$ cat src/rtl/ram_stream_reader.sv
// Burst reader: fetches `length` consecutive words from a synchronous-read RAM
// starting at `base_addr` and presents them as a valid/ready stream.
// A 2-entry skid FIFO absorbs the one-cycle RAM read latency so the stream
// sustains one beat per cycle while never overrunning under back-pressure.
module ram_stream_reader #(
  parameter int DATA_WIDTH = 8,
  parameter int ADDR_WIDTH = 10
) (
  input  logic                  clk,
  input  logic                  rst_n,
  input  logic                  start,
  input  logic [ADDR_WIDTH-1:0] base_addr,
  input  logic [ADDR_WIDTH:0]   length,
  output logic [ADDR_WIDTH-1:0] ram_addr,
  output logic                  ram_we,
  output logic [DATA_WIDTH-1:0] ram_din,
  input  logic [DATA_WIDTH-1:0] ram_dout,
  output logic                  m_valid,
  input  logic                  m_ready,
  output logic [DATA_WIDTH-1:0] m_data,
  output logic                  m_last,
  output logic                  busy,
  output logic                  done
);

  typedef enum logic [1:0] {IDLE, FETCH, DRAIN} state_t;

  localparam logic [ADDR_WIDTH:0] LEN_ONE = 1;

  state_t                state_q, state_d;
  logic [ADDR_WIDTH-1:0] addr_q, addr_d;
  logic [ADDR_WIDTH:0]   len_q, len_d;
  logic [ADDR_WIDTH:0]   issued_q, issued_d;
  logic                  inflight_q, inflight_d;
  logic                  infl_last_q, infl_last_d;
  logic                  done_q, done_d;

  logic [DATA_WIDTH-1:0] fifo_data_q [2];
  logic                  fifo_last_q [2];
  logic                  wr_ptr_q, rd_ptr_q;
  logic [1:0]            count_q;

  logic pop;
  logic issue;
  logic last_issue;

  assign ram_we   = 1'b0;
  assign ram_din  = '0;
  assign ram_addr = addr_q;
  assign m_valid  = (count_q != 2'd0);
  assign m_data   = fifo_data_q[rd_ptr_q];
  assign m_last   = m_valid & fifo_last_q[rd_ptr_q];
  assign busy     = (state_q != IDLE);
  assign done     = done_q;

  assign pop        = m_valid & m_ready;
  // Occupancy after this cycle (buffered + in-flight - popped) must stay below 2.
  assign issue      = (state_q == FETCH) && (issued_q < len_q) &&
                      (({1'b0, count_q} + {2'b00, inflight_q}) < (3'd2 + {2'b00, pop}));
  assign last_issue = ((issued_q + LEN_ONE) == len_q);

  // Next-state and burst bookkeeping
  always_comb begin
    state_d     = state_q;
    addr_d      = addr_q;
    len_d       = len_q;
    issued_d    = issued_q;
    inflight_d  = issue;
    infl_last_d = issue & last_issue;
    done_d      = 1'b0;
    unique case (state_q)
      IDLE: begin
        if (start) begin
          if (length != '0) begin
            addr_d   = base_addr;
            len_d    = length;
            issued_d = '0;
            state_d  = FETCH;
          end else begin
            done_d = 1'b1;
          end
        end
      end
      FETCH: begin
        if (issue) begin
          addr_d   = addr_q + 1'b1;
          issued_d = issued_q + LEN_ONE;
          if (last_issue) state_d = DRAIN;
        end
      end
      DRAIN: begin
        if (pop && m_last) begin
          state_d = IDLE;
          done_d  = 1'b1;
        end
      end
      default: state_d = IDLE;
    endcase
  end

  // Control state registers
  always_ff @(posedge clk or negedge rst_n) begin
    if (!rst_n) begin
      state_q     <= IDLE;
      addr_q      <= '0;
      len_q       <= '0;
      issued_q    <= '0;
      inflight_q  <= 1'b0;
      infl_last_q <= 1'b0;
      done_q      <= 1'b0;
    end else begin
      state_q     <= state_d;
      addr_q      <= addr_d;
      len_q       <= len_d;
      issued_q    <= issued_d;
      inflight_q  <= inflight_d;
      infl_last_q <= infl_last_d;
      done_q      <= done_d;
    end
  end

  // Output FIFO: capture returning read data, advance head on pop
  always_ff @(posedge clk or negedge rst_n) begin
    if (!rst_n) begin
      fifo_data_q[0] <= '0;
      fifo_data_q[1] <= '0;
      fifo_last_q[0] <= 1'b0;
      fifo_last_q[1] <= 1'b0;
      wr_ptr_q       <= 1'b0;
      rd_ptr_q       <= 1'b0;
      count_q        <= '0;
    end else begin
      if (inflight_q) begin
        fifo_data_q[wr_ptr_q] <= ram_dout;
        fifo_last_q[wr_ptr_q] <= infl_last_q;
        wr_ptr_q              <= ~wr_ptr_q;
      end
      if (pop) rd_ptr_q <= ~rd_ptr_q;
      count_q <= count_q + {1'b0, inflight_q} - {1'b0, pop};
    end
  end

endmodule

$ cat config.mk
export PLATFORM = sky130hd
export DESIGN_NAME = ram_stream_reader
export DESIGN_NICKNAME = d
export VERILOG_FILES = /design/src/rtl/ram_stream_reader.sv
export SDC_FILE = /design/constraint.sdc
export NUM_CORES = 1
export LEC_CHECK = 0
export CAP_MARGIN = 5
export CORE_MARGIN = 5
export CORE_UTILIZATION = 40
export DETAILED_ROUTE_END_ITERATION = 7
export DONT_BUFFER_PORTS = 1
export PLACE_DENSITY_LB_ADDON = 0.25
export SLEW_MARGIN = 20
export SYNTH_ARGS = -nofsm -noshare
export SYNTH_HDL_FRONTEND = slang
export SYNTH_SLANG_ARGS = --single-unit
$ cat constraint.sdc
create_clock -name clk -period 2.2 [get_ports clk]
set_input_delay 0.22 -clock clk [delete_from_list [all_inputs] [get_ports clk]]
set_output_delay 0.22 -clock clk [all_outputs]
set_load 0.01 [all_outputs]
Yosys cells after proc, flatten, opt, wreduce, memory -nomap -nowiden:

Index checks and enable logic that the tools add are counted.
W data, S select, Z words.

* bits of input ports: 33
* output and inout port bits: 31
* flip-flop bits (word level): 59

* bitwise logic cells: 7
* reduce and logical (&&, ||, !) cells: 12
* equality and inequality tests: 8
* mux-type cells: 30
* add/subtract/negate cells: 6
* $lt $le $gt $ge: 5

Operators with widths (count)
* $mux W11: 3
* $mux W8: 4
* $mux W10: 3
* $pmux W11 S2: 1
* $pmux W10 S2: 1
* $bwmux W16: 1
* $add A11 B1 Y11 const B: 1
* $eq A11 B11 Y1: 1
* $lt A11 B11 Y1: 1
* $reduce_bool A11 Y1: 1
* $add A10 B1 Y10 const B: 1
* $mux W2: 5
* $ne A2 B2 Y1 const B: 5
* $demux W8 S1: 1
* $mux W1: 7
* $pmux W2 S3: 1
* $reduce_bool A2 Y1: 3
* $reduce_and A5 Y1: 1
* $ge A2 B2 Y1 const B: 2
* $logic_and A1 B1 Y1: 4
* $not A1 Y2: 2
* $reduce_and A4 Y1: 1
* $add A2 B1 Y3: 1
* $add A2 B1 Y3 const A: 1
* 13 further kinds: 16

Depth between registers and ports, before layout:

Gate-level depths: netlist (run 1).

* word-level depth: 8
* gate-level depth with buffers: 10
* gate-level depth less buffers: 9

Worst setup path after synthesis (run 1):

No wires, ideal clock.

* path type: register -> register
* start point: register issued_q[5]
* end point: register issued_q[6]
* period minus slack after synthesis: 2071 ps
* slack: 129 ps
* setup time: 121 ps
* cell stages (with the launch flop): 8
* arrival time: 1950 ps
* path through: dfrtp_1 > ha_1 > a21oi_1 > o21ai_0 > o31a_1 > o21ai_2 > o21ai_0 > a22o_1

* word-level cells in the longest chain between the ends: 5
* elaborated cells between the ends (all ways): 8

Ends and longest elaborated chain
* start: declaration: RTL line 33 `logic [ADDR_WIDTH:0] issued_q, issued_d;`
* start signal: assignment: RTL line 115 `issued_q <= issued_d;`
* $lt A11 B11 Y1: RTL line 58 `assign issue = (state_q == FETCH) && (issued_q < len_q) &&`
* $logic_and A1 B1 Y1 (2 in series): RTL line 58
* $ne A2 B2 Y1 (no line)
* $reduce_and A4 Y1 (no line)

Several ways; a longest one is shown, not always the timed one. The select of a mux whose other input is x is not followed.
A chain may end at the register's enable or synchronous reset.

Worst setup path in the final report (run 1):

* start point: register issued_q[2]
* end point: register issued_q[7]

The elaborated chain is that of the path after synthesis.

==> run metrics, run 1 <==
status=completed; Hold Startpoint=length[8]; CTS Root Cell=clkbuf_8; Leak=about 1.8 nW; sequential fraction of the synthesis area=43.02%; Tot Pwr=around 0.0048 W; via count=roughly 2700; vias per cell=5.410; max_cap viols=0; critical path launch point type=register; Synth Cell Area=around 3400 um^2; Net Sw Frac=about 38%; CP cell instances=ha_1 > a21oi_2 > a21oi_1 > o31a_1 > o21ai_2 > o21ai_0 > a22o_1; R2R Path Start=issued_q[2]; initial antenna violation count=0; Hold EP=len_q[8]; f_max=463.6 MHz; Core Util, Final=48.08%; Yosys top cell area share=a little over two fifths; Clock transition at path regs=around 0.07 ns; Antenna Nets Post-Route=0; Cell Pwr Density=1202 nW/um^2; Site Rows=33; Initial Utilization=41.35%; Sink Count=59; path depth of the worst reg2reg path=7; final hold vios=0; flops & latches, synth=59; vias in the first global route=approximately 2600; Post-synth top flop=dfrtp_1; Final setup viols=0; layout cell share with drive strength beyond 1=22.39%; R2R Path End=issued_q[7]; HP Class=in2reg; WL final=roughly 8200 um; Placer Congestion=roughly 0.89; max incr delay on CP=roughly 0.45 ns; Yosys top cell by area=dfrtp_1; WL per Instance=about 16 um; post-synthesis async set-or-reset flop share=100.0%; grt ovf=0; CTS tree=yes; Worst Setup Path Type=reg2reg; TritonCTS Buffers=9; delay-heaviest family, CP=compound AO/OA/AOI/OAI gates; Buf+Inv Stages, Crit Path=0; crit share post-route=a little over nine tenths; Internal=0.002950 W; slowest cell on the critical path=dfrtp_2; drt drc=0; Syn. warnings=0; Combinational Power Share=43.5%; Synth area leaders=dfrtp_1, mux2_2, ha_1, o21ai_0, a21oi_1; Cells after Synth=356; Seq pwr share=between 30 and 40%; Iter 0 DRT Violations=138; Post-synth EDFFs=0; area grow syn2layout=16.26%; # IOs=64; syn avg cell area=between 9 and 10 um^2; hold depth=2; number of distinct library cells after synthesis=52; Post-synth top cells=dfrtp_1, o21ai_0, mux2_2, nand2_1, inv_1; first-pass GRT wire length=between 10000 and 15000 um; top-count cell post-synth=dfrtp_1; Data arrival, critical path=2.39 ns; crit path max fanout=5; critical path required time=2.43 ns; R2R Setup Slk=roughly 0.043 ns; Fin Clk Skew=roughly 0.008 ns; worst-case clock buffer depth=2; switching pwr=about 0.0018 W; Detail Placement HPWL=about 6000 um; chip height=around 100 um; Crit. End Element=register; GR Util All Layers=between 15 and 20%; core area=8299 um^2; Worst VDD drop=0.7263 mV; minimum clock period=approximately 2.2 ns; htree depth=3; PortBufs=0; worst-skew pair later-pin latency=~0.34 ns; ANT cells=0; Final nets=approximately 440; Die Width=102.6 um; clock network power share=a little over a fifth; full die area=approximately 11000 um^2; Pre-antenna DRT Iters=6; Max Slew Vio Count=0; largest net degree at the start of global routing=60
[state kept, by name, indices dropped and copies added, names as in the netlist]
name and cells:
done 1, state_q 2, len_q 11, rd_ptr_q 1
fifo_last_q 2, issued_q 11, wr_ptr_q 1, infl_last_q 1
count_q 2, inflight_q 1, fifo_data_q 16, ram_addr 10
[per-layer routing]
metal  up-vias  wire length [um]  track usage (%)
met5         -                 0                0
met4         0               102            4.440
met3        11               664            5.480
met2        77              3891            26.32
met1      1291              3520            20.70
li1       1315                 -                -
[logic make-up after synthesis]
logic type | Yosys count | share of synthesized area (%)
and+or+nand+nor | 103 | 15.46
AOI/OAI and AO/OA | 86 | 15.13
DFF | 59 | 43.02
buffers and inverters | 47 | 6.853
muxes | 29 | 9.442
adders and majority gates | 17 | 6.197
xor gates and xnor gates | 14 | 3.792
other | 1 | 0.1093
[worst register-to-register path, delay by kind of cell, from the launching register on]
family	cells	cell delay, ns
AO/OA/AOI/OAI	6	1.27
flip-flops	1	0.45
adder cells (fa/ha/maj)	1	0.31
[metrics by stage]
stage / TNS (ns) / cells / worst slack (ns) / hold WS (ns) / cell area, um^2
6_report: 0 / 498 / 0.04295 / 0.01604 / 3990
5_1_grt: -0.03292 / 498 / -0.01944 / 0.001901 / 3990
4_1_cts: 0 / 490 / 0.02013 / 0.00005013 / 3900
3_5_place_dp: 0 / 468 / 0.06406 / -0.07243 / 3621
3_3_place_gp: 0 / 468 / 0.05422 / -0.07216 / 3621
2_1_floorplan: 0 / 364 / 0.1293 / -0.07559 / 3462
[cell usage in the layout (no fill, tap or decap), types with 2 or more instances in the layout]
cell type and count:
o31a_1 2, and3_1 7, nand3_1 12, dfrtp_1 57
a31oi_1 6, nand2b_1 2, inv_1 21, nor4_1 6
a22o_1 3, conb_1 9, dfrtp_2 2, clkbuf_8 9
ha_1 17, mux2_2 27, a21oi_2 3, o31ai_1 2
xor2_1 6, nor3b_1 4, mux2i_1 2, or3_1 2
nand2_1 26, o21ai_0 30, dlygate4sd3_1 6, o21ai_1 5
xnor2_1 7, o22a_1 3, a21o_1 3, nor2b_1 4
nor3_1 12, a21oi_1 18, nand4_1 4, clkinv_4 3
nor2_1 16, buf_4 30
[final cells by class]
type | instances | area, um^2
clock buffer | 9 | 123.9
clock inverter | 7 | 77.57
fill | 789 | 4309
inverter | 22 | 82.58
multi-input combinational | 258 | 1772
sequential | 59 | 1479
tap | 105 | 131.4
timing repair buffer | 38 | 324.1
[power by group through the flow]
| stage | Sequential (W) | Clock (W) | Combinational, W |
|---|---|---|---|
| after floorplan | 0.00162 | 0 | 0.00149 |
| after global placement | 0.00171 | 0 | 0.00196 |
| after detailed placement | 0.00173 | 0 | 0.00200 |
| after CTS | 0.00172 | 0.00104 | 0.00204 |
| after global routing | 0.00177 | 0.00107 | 0.00234 |
| final | 0.00171 | 0.00100 | 0.00209 |
[how the worst max path moves through the flow]
stage / from / end / slack, ns / cells after the start
after floorplan: issued_q[5] / issued_q[6] / 0.13 / 7
after global placement: issued_q[3] / issued_q[7] / 0.05 / 7
after detailed placement: len_q[5] / issued_q[7] / 0.06 / 8
after CTS: len_q[5] / ram_addr[0] / 0.02 / 9
after global routing: issued_q[2] / issued_q[7] / -0.02 / 7
final: issued_q[2] / issued_q[7] / 0.04 / 7
[timing repair]
item | 4_1_cts | 5_1_grt
setup endpoints to repair | 0 | 23
endpoints found under the hold margin | 63 | 1
buffers inserted | 0 | 7
hold buffers | 6 | 1
gates resized for setup | 0 | 13
Power figures use the tool's default switching activity.
==> run 2: changes to the inputs <==
==> constraint.sdc (replaced) <==
create_clock -name clk -period 2.3 [get_ports clk]
set_input_delay 0.23 -clock clk [delete_from_list [all_inputs] [get_ports clk]]
set_output_delay 0.23 -clock clk [all_outputs]
set_load 0.01 [all_outputs]
==> run 2 against run 1 <==
- die area unchanged
- final cell count down 1.4%
- combinational power down 3%
- critical path type unchanged
- clock power is 5% higher
- first-iteration DRC count increased by 45%
- sequential power is 5% lower
==> run metrics, run 2 (synthesis gave the netlist of run 1 again) <==
layout cell share with drive strength beyond 1=20.98% (was 22.39%); crit path max fanout=5 (unchanged); minimum clock period=2.190 ns (was 2.157 ns); WL per Instance=16.81 um (was 16.42 um); via count=2681 (was 2694); Largest register FFs=16 (unchanged); Worst Setup Path Type=reg2reg (unchanged); Leak=1.770 nW (was 1.789 nW); Pre-antenna DRT Iters=4 (was 6); PortBufs=0 (unchanged); Detail Placement HPWL=6238 um (was 5976 um); area grow syn2layout=14.84% (was 16.26%); register name with the most flops=fifo_data_q (unchanged); largest net degree at the start of global routing=60 (unchanged); final hold vios=0 (unchanged); drt drc=0 (unchanged); initial antenna violation count=0 (unchanged); final setup margin=0.1104 ns (was 0.04295 ns); htree depth=3 (unchanged); critical path required time=2.55 ns (was 2.43 ns); CTS Root Cell=clkbuf_8 (unchanged); worst-skew pair later-pin latency=0.34 ns (about the same); Initial Utilization=41.35% (unchanged); Crit. End Element=register (unchanged); max_cap viols=0 (unchanged); Antenna Nets Post-Route=0 (unchanged); core area=8299 um^2 (unchanged); vias in the first global route=2718 (was 2642); Sink Count=59 (unchanged); worst-case clock buffer depth=2 (unchanged); Iter 0 DRT Violations=200 (was 138); Site Rows=33 (unchanged); Worst VDD drop=0.5688 mV (was 0.7263 mV); Placer Congestion=0.9163 (was 0.8921); Final setup viols=0 (unchanged); grt ovf=0 (unchanged); status=completed (unchanged); vias per cell=5.460 (was 5.410); Clock transition at path regs=0.07 ns (about the same); first-pass GRT wire length=13330 um (was 13340 um); WL final=8254 um (was 8179 um); max incr delay on CP=0.40 ns (was 0.45 ns); DP Worst Slack=-0.04730 ns (was 0.06406 ns); CP cell instances=inv_1 > ha_1 > a21oi_1 > a21oi_1 > o31ai_2 > nand2_2 > buf_4 > or3_1 > o21ai_0 (was ha_1 > a21oi_2 > a21oi_1 > o31a_1 > o21ai_2 > o21ai_0 > a22o_1); full die area=10530 um^2 (unchanged); HP Class=in2reg (unchanged); cell mode on critical path=a21oi_1; # IOs=64 (unchanged); TritonCTS Buffers=9 (unchanged); crit share post-route=95.20% (was 98.05%); CTS tree=yes (unchanged); chip height=102.6 um (unchanged); slowest cell on the critical path=dfrtp_1 (was dfrtp_2); critical path launch point type=register (unchanged); GR Util All Layers=16.47% (was 16.22%); most frequent cells in the layout=dfrtp_1, o21ai_0, mux2_2, buf_4, nand2_1 (was dfrtp_1, o21ai_0, buf_4, mux2_2, nand2_1); commonest non-fill, non-tap cell in the layout=dfrtp_1 (unchanged); Data arrival, critical path=2.44 ns (was 2.39 ns); Die Width=102.6 um (unchanged); f_max=456.7 MHz (was 463.6 MHz); Final nets=431 (was 438); Fin Clk Skew=0.01058 ns (was 0.008162 ns); Max Slew Vio Count=0 (unchanged); ANT cells=0 (unchanged); Cell Pwr Density=1193 nW/um^2 (was 1202 nW/um^2); top flop regs=fifo_data_q: 16 flops, issued_q: 11 flops, len_q: 11 flops (unchanged); setup TNS=0 ns (unchanged)
[run 2: changes by cell type in the layout (fill, tap and decap cells not counted)]
| cell | before | now |
|---|---|---|
| buf_4 | 30 | 27 |
| dlygate4sd3_1 | 6 | 3 |
| a21oi_1 | 18 | 20 |
| a21oi_2 | 3 | 1 |
| dfrtp_1 | 57 | 59 |
| dfrtp_2 | 2 | 0 |
| o21ai_0 | 30 | 32 |
| o21ai_1 | 5 | 3 |
| buf_6 | 1 | 0 |
| bufinv_16 | 1 | 2 |
| clkinvlp_4 | 1 | 0 |
| nand2_1 | 26 | 25 |
| nand2_2 | 0 | 1 |
[run 2: per-layer routing]
metal	GRT usage [%]	vias up	wire length, um
met2	26.51	69	3924
met4	5.651	0	174
met1	20.48	1290	3600
li1	-	1310	-
met5	0	-	0
met3	5.954	12	555
[run 2: where the power goes]
part | leakage, nW | switching (W) | internal (W)
combinational | 0.957 | 0.00104 | 0.000979
sequential | 0.699 | 0.000294 | 0.00134
clock | 0.114 | 0.000436 | 0.000616
[run 2: final cells by class]
type	instances	area, um^2
Clock buffer	9	123.9
Clock inverter	7	100.1
Fill cell	802	4358
Inverter	22	82.58
Multi-Input combinational cell	258	1767
Sequential cell	59	1476
Tap cell	105	131.4
Timing Repair Buffer	31	260.3
[run 2: final timing paths]
| kind | startpoint | slack [ns] | depth (start not counted) | endpoint |
|---|---|---|---|---|
| setup / recovery | len_q[2] | 0.11 | 9 | issued_q[9] |
| hold / removal | length[5] | 0.02 | 2 | len_q[5] |
| setup reg to reg | len_q[2] | 0.11 | 9 | issued_q[9] |
| hold reg to reg | wr_ptr_q | 0.50 | 1 | wr_ptr_q |
| max in group asynchronous | rst_n | 1.62 | 2 | fifo_last_q[1] |
| min in group asynchronous | rst_n | 0.41 | 2 | fifo_data_q[5] |
[run 2: critical path: cells and delay by family, from the launching register on]
kind	cells	cell delay, ns
compound gates	4	0.68
simple gates	2	0.47
flops	1	0.40
fa+ha+maj	1	0.31
buf+inv	2	0.24
[run 2: what timing repair did]
action,CTS,global route
resized for setup,0,7
buffers inserted,2,3
hold buffers,4,0
gates cloned,0,0
pin swaps,1,2
setup endpoints to repair,3,23
hold endpoints to repair,61,0
[run 2: through the flow]
step	instance area (um^2)	total power [W]	instances	hold WS, ns	util [%]
2_1_floorplan	3462	0.002974	364	-0.06559	-
6_report	3941	0.004701	491	0.02289	47.49
4_1_cts	3902	0.004668	488	0.004547	47.02
3_3_place_gp	3606	0.003441	466	-0.06222	43.45
5_1_grt	3941	0.005045	491	0.003621	47.49
3_5_place_dp	3606	0.003491	466	-0.06226	43.45
==> run 3: changes to the inputs <==
==> constraint.sdc (replaced) <==
create_clock -name clk -period 2 [get_ports clk]
set_input_delay 0.2 -clock clk [delete_from_list [all_inputs] [get_ports clk]]
set_output_delay 0.2 -clock clk [all_outputs]
set_load 0.01 [all_outputs]
==> run 3 against run 2 <==
- highest routed layer unchanged
- the run now ends with setup timing left
- worst hold slack improved by 0.017 ns
- total power grew 31%
- largest cell class unchanged
- global-route usage grew 1.5 points
- die area stayed put
- fmax increased by 4.9%
- non-clock buffer count grew 52
- core utilization is 9.3 points higher
- critical endpoint is now issued_q[10]
- clock skew about the same
==> run metrics, run 3 (synthesis gave the netlist of run 1 again) <==
Detail Placement HPWL=6200 um (was 6238 um); unrepaired setup endpoints after global routing=yes; layout cell share with drive strength beyond 1=36.07% (was 20.98%); Internal=0.003764 W (was 0.002932 W); f_max=478.9 MHz (was 456.7 MHz); top flop regs=fifo_data_q: 16 flops, issued_q: 11 flops, len_q: 11 flops (unchanged); Iter 0 DRT Violations=176 (was 200); full die area=10530 um^2 (unchanged); htree depth=3 (unchanged); Worst VDD drop=0.8766 mV (was 0.5688 mV); GR Util All Layers=17.98% (was 16.47%); Combinational Power Share=48.4% (was 42.9%); Placed Cells=487 (was 466); WL final=9682 um (was 8254 um); Fin Clk Skew=0.01041 ns (was 0.01058 ns); Die Width=102.6 um (unchanged); worst-case clock buffer depth=2 (unchanged); Hold Startpoint=base_addr[8] (was length[5]); Seq pwr share=30.7% (was 34.7%); Layout Cells excl Fill=543 (was 491); core area=8299 um^2 (unchanged); # IOs=64 (unchanged); Tot Pwr=0.006159 W (was 0.004701 W); ANT cells=0 (unchanged); first-pass GRT wire length=14460 um (was 13330 um); most frequent cells in the layout=dfrtp_1, buf_4, mux2_2, nand2_1, dlygate4sd3_1 (was dfrtp_1, o21ai_0, mux2_2, buf_4, nand2_1); Worst Setup Path Type=reg2reg (unchanged); path depth of the worst reg2reg path=8 (was 9); area of the multi-input gates=2054 um^2 (was 1767 um^2); switching pwr=0.002395 W (was 0.001769 W); Final setup viols=7 (was 0); largest net degree at the start of global routing=60 (unchanged); Initial Utilization=41.35% (unchanged); Placer Congestion=0.9016 (was 0.9163); initial antenna violation count=0 (unchanged); Clock transition at path regs=0.08 ns (was 0.07 ns); vias per cell=5.564 (was 5.460); Reg area=1481 um^2 (was 1476 um^2); chip height=102.6 um (unchanged); CTS tree=yes (unchanged); crit share post-route=104.4% (was 95.20%); vias in the first global route=2953 (was 2718); TritonCTS Buffers=9 (unchanged); status=complete, but fails checks (was completed); clock network power share=21.0% (was 22.4%); critical path launch point type=register (unchanged); register name with the most flops=fifo_data_q (unchanged); Hold Slack=0.03973 ns (was 0.02289 ns); area grow syn2layout=37.22% (was 14.84%); failing checks=setup timing; max_cap viols=0 (unchanged); crit path max fanout=6 (was 5); Hold EP=ram_addr[8] (was len_q[5]); Leak=2.049 nW (was 1.770 nW); Cell Pwr Density=1308 nW/um^2 (was 1193 nW/um^2); Site Rows=33 (unchanged); drt drc=0 (unchanged); minimum clock period=2.088 ns (was 2.190 ns); final hold vios=0 (unchanged); Data arrival, critical path=2.33 ns (was 2.44 ns); Max Slew Vio Count=0 (unchanged); via count=3021 (was 2681); PortBufs=0 (unchanged); Net Sw Frac=38.88% (was 37.63%); hold depth=2 (unchanged); Pre-antenna DRT Iters=4 (unchanged); filler cell count=685 (was 802); commonest non-fill, non-tap cell in the layout=dfrtp_1 (unchanged); setup TNS=-0.1732 ns (was 0 ns); R2R Path Start=issued_q[5] (was len_q[2]); CTS Root Cell=clkbuf_8 (unchanged); grt ovf=0 (unchanged); HP Class=in2reg (unchanged); R2R Setup Slk=-0.09 ns (was 0.11 ns); WL per Instance=17.83 um (was 16.81 um); Core Util, Final=56.75% (was 47.49%); critical path required time=2.25 ns (was 2.55 ns); Antenna Nets Post-Route=0 (unchanged); worst-skew pair later-pin latency=0.35 ns (was 0.34 ns); Final nets=483 (was 431); Largest register FFs=16 (unchanged); final setup margin=-0.08791 ns (was 0.1104 ns); R2R Path End=issued_q[10] (was issued_q[9]); Crit. End Element=register (unchanged); Sink Count=59 (unchanged)
run 3: per-stage QoR:
step | cell area, um^2 | setup WS, ns
2_1_floorplan | 3470 | 0.002707
3_3_place_gp | 3771 | -0.04960
3_5_place_dp | 3771 | -0.1093
4_1_cts | 4343 | -0.001755
5_1_grt | 4710 | -0.1166
6_report | 4710 | -0.08791
run 3: area by class of cell:
type / instances / area share (%)
clock inverter: 6 / 2.019
multi-input combinational: 258 / 43.62
sequential: 59 / 31.46
timing repair buffer: 83 / 15.44
clock buffer: 10 / 2.922
tap: 105 / 2.790
inverter: 22 / 1.753
run 3: worst max-delay path by stage:
| stage | startpoint | end | slack (ns) | cells after the start |
|---|---|---|---|---|
| floorplan | issued_q[5] | issued_q[6] | 0.003 | 7 |
| global placement | issued_q[8] | issued_q[10] | -0.05 | 8 |
| detailed placement | len_q[8] | issued_q[3] | -0.11 | 9 |
| CTS | issued_q[5] | issued_q[1] | -0.002 | 10 |
| global route | issued_q[5] | issued_q[10] | -0.12 | 8 |
| finish | issued_q[5] | issued_q[10] | -0.09 | 8 |
run 3: power groups by stage:
stage	clock network (W)	registers (W)	logic [W]
floorplan	0	0.00178	0.00167
global placement	0	0.00186	0.00221
detailed placement	0	0.00189	0.00227
CTS	0.00132	0.00186	0.00247
global route	0.00137	0.00194	0.00324
finish	0.00129	0.00189	0.00298
run 3: critical path, cell delays in order (launching register included):
cell	delay, ns
dfrtp_2	0.44
ha_4	0.26
a21oi_2	0.18
o21ai_2	0.10
o31ai_4	0.37
a21oi_4	0.14
buf_6	0.16
a21o_1	0.16
a21o_1	0.17
run 3: layer usage:
layer  GRT usage, %  share of wire, %  up-vias
met3          5.480               6.8       33
met4          8.274               4.2        0
met1          21.21                42     1460
met2          29.99                48      114
met5              0                 0        -
li1               -                 -     1414
run 3: what timing repair did:
action	in CTS	in global routing
buffers inserted	5	11
hold buffers	22	0
cloned	1	2
pin swaps	3	26
hold endpoints to repair	87	0
setup endpoints to repair	21	24
resized for setup	12	72
